## src/rtl/glm_load.sv

```systemverilog
// glm_load: DRAM->BRAM load engine; decodes regs, issues one DMA read, streams returned lines into a BRAM channel.
// Latency: op_start -> dma_start 5 cycles later when the DMA is idle; last rx_rvalid -> bram_we +1 -> op_done +2.
// Backpressure: rx_ralmostfull is held high outside RECEIVE; dma_start waits while dma_active is set.
module glm_load #(
    parameter int NUM_CHANNELS = 2,
    parameter int CL_ADDR_W    = 42,
    parameter int BRAM_ADDR_W  = 10,
    parameter int DATA_W       = 512
) (
    input  logic                    clk,
    input  logic                    reset,
    input  logic                    op_start,
    output logic                    op_done,
    input  logic [6:0][31:0]        regs,
    input  logic [CL_ADDR_W-1:0]    in_addr,
    input  logic [CL_ADDR_W-1:0]    out_addr,
    output logic                    dma_start,
    output logic [CL_ADDR_W-1:0]    dma_addr,
    output logic [31:0]             dma_length,
    input  logic                    dma_active,
    input  logic                    rx_rvalid,
    input  logic [DATA_W-1:0]       rx_rdata,
    output logic                    rx_ralmostfull,
    output logic [NUM_CHANNELS-1:0] bram_we,
    output logic [BRAM_ADDR_W-1:0]  bram_waddr,
    output logic [DATA_W-1:0]       bram_wdata
);

    typedef enum logic [2:0] {
        S_IDLE,
        S_PREPROCESS,
        S_REQUEST,
        S_RECEIVE,
        S_DONE
    } state_t;

    state_t                  r_state;
    logic [1:0]              r_pp_idx;
    logic [31:0]             r_off0;
    logic [31:0]             r_off1;
    logic [31:0]             r_off2;
    logic [CL_ADDR_W-1:0]    r_addr;
    logic [31:0]             r_len;
    logic [31:0]             r_count;
    logic [3:0]              r_ch;
    logic [BRAM_ADDR_W-1:0]  r_bram_base;
    logic                    r_op_done;
    logic                    r_dma_start;
    logic                    r_almostfull;
    logic [NUM_CHANNELS-1:0] r_bram_we;
    logic [BRAM_ADDR_W-1:0]  r_bram_waddr;
    logic [DATA_W-1:0]       r_bram_wdata;

    logic [CL_ADDR_W-1:0]    w_base_sel;
    logic [CL_ADDR_W-1:0]    w_start_addr;
    logic [31:0]             w_off_sel;
    logic [31:0]             w_len_m1;
    logic [NUM_CHANNELS-1:0] w_ch_we;
    logic                    w_unused;

    assign w_base_sel   = regs[3][31] ? out_addr : in_addr;
    assign w_start_addr = w_base_sel + CL_ADDR_W'(regs[3][30:0]);
    assign w_len_m1     = r_len - 32'd1;
    assign w_unused     = ^{regs[5][31:4], regs[6][31:BRAM_ADDR_W]};

    always_comb begin
        w_off_sel = r_off2;
        case (r_pp_idx)
            2'd0:    w_off_sel = r_off0;
            2'd1:    w_off_sel = r_off1;
            default: w_off_sel = r_off2;
        endcase
    end

    // Out-of-range channels decode to all-zero enables: lines are still consumed.
    always_comb begin
        w_ch_we = '0;
        for (int i = 0; i < NUM_CHANNELS; i++) begin
            w_ch_we[i] = ({28'd0, r_ch} == 32'(i));
        end
    end

    always_ff @(posedge clk) begin
        if (reset) begin
            r_state      <= S_IDLE;
            r_pp_idx     <= 2'd0;
            r_off0       <= '0;
            r_off1       <= '0;
            r_off2       <= '0;
            r_addr       <= '0;
            r_len        <= '0;
            r_count      <= '0;
            r_ch         <= '0;
            r_bram_base  <= '0;
            r_op_done    <= 1'b0;
            r_dma_start  <= 1'b0;
            r_almostfull <= 1'b0;
            r_bram_we    <= '0;
            r_bram_waddr <= '0;
            r_bram_wdata <= '0;
        end else begin
            r_op_done    <= 1'b0;
            r_dma_start  <= 1'b0;
            r_bram_we    <= '0;
            r_almostfull <= 1'b1;
            case (r_state)
                S_IDLE: begin
                    if (op_start) begin
                        r_off0      <= regs[0];
                        r_off1      <= regs[1];
                        r_off2      <= regs[2];
                        r_addr      <= w_start_addr;
                        r_len       <= regs[4];
                        r_ch        <= regs[5][3:0];
                        r_bram_base <= regs[6][BRAM_ADDR_W-1:0];
                        r_pp_idx    <= 2'd0;
                        r_count     <= '0;
                        r_state     <= (regs[4] == 32'd0) ? S_DONE : S_PREPROCESS;
                    end
                end
                S_PREPROCESS: begin
                    r_addr   <= r_addr + CL_ADDR_W'(w_off_sel);
                    r_pp_idx <= r_pp_idx + 2'd1;
                    if (r_pp_idx == 2'd2) begin
                        r_state <= S_REQUEST;
                    end
                end
                S_REQUEST: begin
                    if (!dma_active) begin
                        r_dma_start  <= 1'b1;
                        r_almostfull <= 1'b0;
                        r_state      <= S_RECEIVE;
                    end
                end
                S_RECEIVE: begin
                    r_almostfull <= 1'b0;
                    if (rx_rvalid) begin
                        r_bram_we    <= w_ch_we;
                        r_bram_waddr <= r_bram_base + r_count[BRAM_ADDR_W-1:0];
                        r_bram_wdata <= rx_rdata;
                        r_count      <= r_count + 32'd1;
                        if (r_count == w_len_m1) begin
                            r_almostfull <= 1'b1;
                            r_state      <= S_DONE;
                        end
                    end
                end
                S_DONE: begin
                    r_op_done <= 1'b1;
                    r_state   <= S_IDLE;
                end
                default: r_state <= S_IDLE;
            endcase
        end
    end

    assign op_done        = r_op_done;
    assign dma_start      = r_dma_start;
    assign dma_addr       = r_addr;
    assign dma_length     = r_len;
    assign rx_ralmostfull = r_almostfull;
    assign bram_we        = r_bram_we;
    assign bram_waddr     = r_bram_waddr;
    assign bram_wdata     = r_bram_wdata;

endmodule

```

## config.mk

```make
export PLATFORM = sky130hd
export DESIGN_NAME = glm_load
export DESIGN_NICKNAME = d
export VERILOG_FILES = /design/src/rtl/glm_load.sv
export SDC_FILE = /design/constraint.sdc
export NUM_CORES = 2
export LEC_CHECK = 0
export ABC_AREA = 0
export CAP_MARGIN = 10
export CORE_AREA = 2 2 561 563
export CTS_CLUSTER_SIZE = 16
export DETAILED_ROUTE_END_ITERATION = 16
export DIE_AREA = 0 0 563 565
export PLACE_DENSITY = 0.39
export REMOVE_ABC_BUFFERS = 1
export SLEW_MARGIN = 5
export SYNTH_ARGS = -nofsm -noshare
export SYNTH_HDL_FRONTEND = slang
export SYNTH_SLANG_ARGS = --single-unit
```

## constraint.sdc

```tcl
create_clock -name clk -period 6.7 [get_ports clk]
set_input_delay 1.34 -clock clk [delete_from_list [all_inputs] [get_ports clk]]
set_output_delay 1.34 -clock clk [all_outputs]
set_load 0.005 [all_outputs]
```

==> qor.csv <==
metric,value,unit
status,"finished, final reports clean",
first_pass_iters,7,
core_area,311000,um^2
clock_skew,0.0927,ns
maxCapViolCount,0,
cts_resized,0,
fp.dieW,563,um
start_util,0.104,
drc,0,
finalMaxSlewViolations,0,
synth_area,32300,um^2
crit_type,reg2reg,
fin_cells,9735,
syn_inst,4221,
slew_headroom,0.274,
cts_setup_buffers,0,
fmax,208,MHz
gp_congestion,0.851,
critPathArrivalTime,5.47,ns
final_nets,6368,
ys_seq_area_frac,0.463,
die_y,565,um
cp-end-kind,flop,
fin_crit_sh,0.716,
period_minus_slack,4.80,ns
syn_to_final_growth,68.7,%
rsz0062_at_grt,no,
grt_overflow,0,
clock_sinks,748,
power.leakage,18.2,nW
cp_max_fo,21,
tightest_slew,1.09,ns
ant_nets,0,
wl_per_cell,24.8,um
crit_path_start,r_pp_idx[0],
vias,35500,
start_kind,flop,
drt_iter0_markers,2192,
hp-start,r_ch[0],
ios,1426,
clkLatencyLatePin,0.87,ns
grt_pass1_vias,35000,
antenna_found_initial,195,
finalHoldViolCount,0,
synth-seq-cells,748,
htreeDepth,3,
synth_ff_type,dfxtp_1,
wl,241000,um
ir_drop,0.220,mV
synthArstFlopShare,0,
grt_max_degree,174,
hpwl,197000,um
cp_data_required_time,7.38,ns
routed_via_density,3.65,
postCtsHoldBufs,0,
drive_above_1_share,0.0521,
clk_pin_slew,0.06,ns
synth_edf_count,0,
synthDistinctLibCells,80,
clock_path_buffers,4,
tns,0,ns
p_per_area,228,nW/um^2
cts_buffers,111,
grt_pass1_wl,315000,um
root_buffer,clkbuf_16,
port_buffers,1375,
hp-class,reg2reg,
yosysWarnings,0,
num_rows,205,
setup_viol,0,
rr_startpoint,r_pp_idx[0],
dp_cells,9490,
track_usage,0.145,
syn_avg_cell_area,7.66,um^2
cts_tree,built,
die_area,318000,um^2
## cells by family (layout without fill, tap and decap cells)
logic type	after synthesis	count (layout)	share of synthesized area
AO/OA/AOI/OAI	1051	1051	0.184
XOR/XNOR	127	127	0.0344
adder cells (fa/ha/maj)	80	80	0.0316
buffers and inverters	326	1653	0.0379
flip-flops	748	748	0.463
multiplexers	45	45	0.0152
other	0	47	0
AND/OR/NAND/NOR	1844	1844	0.233
## layer usage
metal | wire length, um | vias to the layer above | track usage
met3 | 30800 | 400 | 0.0779
met2 | 102000 | 1395 | 0.217
met4 | 6950 | 108 | 0.0398
li1 | - | 16700 | -
met1 | 101000 | 16900 | 0.177
met5 | 683 | - | 0
## path summary, 6_finish.rpt
path / slack, ns / cells past startpoint / endpoint
max: 1.90 / 16 / dma_addr[37]
min: 0.45 / 1 / bram_we[0]
max reg2reg: 1.90 / 16 / dma_addr[37]
min reg2reg: 0.45 / 1 / bram_we[0]
## registers in the layout (all words and copies together), names as in the netlist, 10 cells and up
signal / cells
r_off1: 32
dma_length: 32
dma_addr: 42
r_off2: 32
r_count: 32
r_bram_base: 10
bram_wdata: 512
r_off0: 32
bram_waddr: 10
## worst max-delay path: stages (launching register included)
cell and delay, ns:
dfxtp_1 0.38, inv_1 0.09, ha_2 0.35, nor2_4 0.48
buf_4 0.43, nand2_1 0.11, nand2_1 0.14, ha_1 0.31
a21oi_1 0.19, a21boi_1 0.11, o311a_1 0.36, o31a_1 0.39
o211a_1 0.31, o31ai_4 0.34, and2_1 0.29, nor2_1 0.07
o311a_1 0.28
## cell usage in the layout, fill, tap and decap left out, types with 8 or more instances in the layout
master / netlist / layout
o21ai_0: 54 / 54
buf_12: 0 / 18
nand4_1: 16 / 16
a31oi_1: 14 / 14
inv_1: 41 / 41
o31ai_1: 10 / 10
a21o_1: 35 / 35
mux2_2: 33 / 33
mux2i_1: 11 / 11
clkbuf_1: 271 / 17
nor2_1: 126 / 123
or3_1: 13 / 13
buf_4: 0 / 21
nor2b_1: 19 / 19
a21oi_1: 769 / 769
a311oi_1: 11 / 11
o211ai_1: 8 / 8
nand2_1: 1476 / 1476
o21a_1: 13 / 13
xor2_1: 50 / 50
ha_1: 77 / 75
nand3_1: 44 / 44
diode_2: 0 / 47
a22oi_1: 33 / 33
clkdlybuf4s50_1: 0 / 1373
nor4_1: 17 / 17
dfxtp_1: 748 / 748
clkinv_2: 0 / 18
xnor2_1: 77 / 77
clkbuf_16: 0 / 111
nand2b_1: 22 / 22
nor3_1: 37 / 37
a211oi_1: 18 / 18
clkbuf_8: 0 / 30
o21bai_1: 10 / 10
and3_1: 31 / 31
## synthesized netlist by cell type, types with 13 or more instances
cell,number,area share
a211oi_1,18,0.0042
a21o_1,35,0.0081
a21oi_1,769,0.12
a22oi_1,33,0.0077
a31oi_1,14,0.0027
and3_1,31,0.0060
clkbuf_1,271,0.031
dfxtp_1,748,0.46
ha_1,77,0.030
inv_1,41,0.0048
mux2_2,33,0.011
nand2_1,1476,0.17
nand2b_1,22,0.0043
nand3_1,44,0.0068
nand4_1,16,0.0031
nor2_1,126,0.015
nor2b_1,19,0.0037
nor3_1,37,0.0057
nor4_1,17,0.0033
o21a_1,13,0.0030
o21ai_0,54,0.0084
or3_1,13,0.0025
xnor2_1,77,0.021
xor2_1,50,0.014
## area by class of cell
cell class	instances	area [um^2]
fillers	35200	257000
repair buffers	1414	14300
multi-input cells	3147	16200
diodes	47	118
flip-flops and latches	748	15000
clock buffers	158	3250
clock inverters	40	438
well taps	4140	5180
inverters	41	154
## through the flow
step | hold WS [ns] | cell area [um^2] | utilization | setup WS [ns] | total power [mW]
final | 0.450 | 54600 | 0.175 | 1.90 | 12.4
after detailed placement | 0.425 | 50800 | 0.163 | 1.40 | 6.49
after CTS | 0.433 | 54500 | 0.175 | 1.79 | 12.8
after global placement | 0.422 | 50800 | 0.163 | 1.48 | 6.49
after global routing | 0.445 | 54500 | 0.175 | 1.49 | 13.0
after floorplan | 0.403 | 31300 | - | -11.76 | 5.43
## power by group
part	switching (mW)	internal, mW
clock network	2.47	3.60
registers	0.0990	4.55
logic	0.874	0.854
total	3.44	9.00
Note: power is estimated with default switching activity, not from simulation.
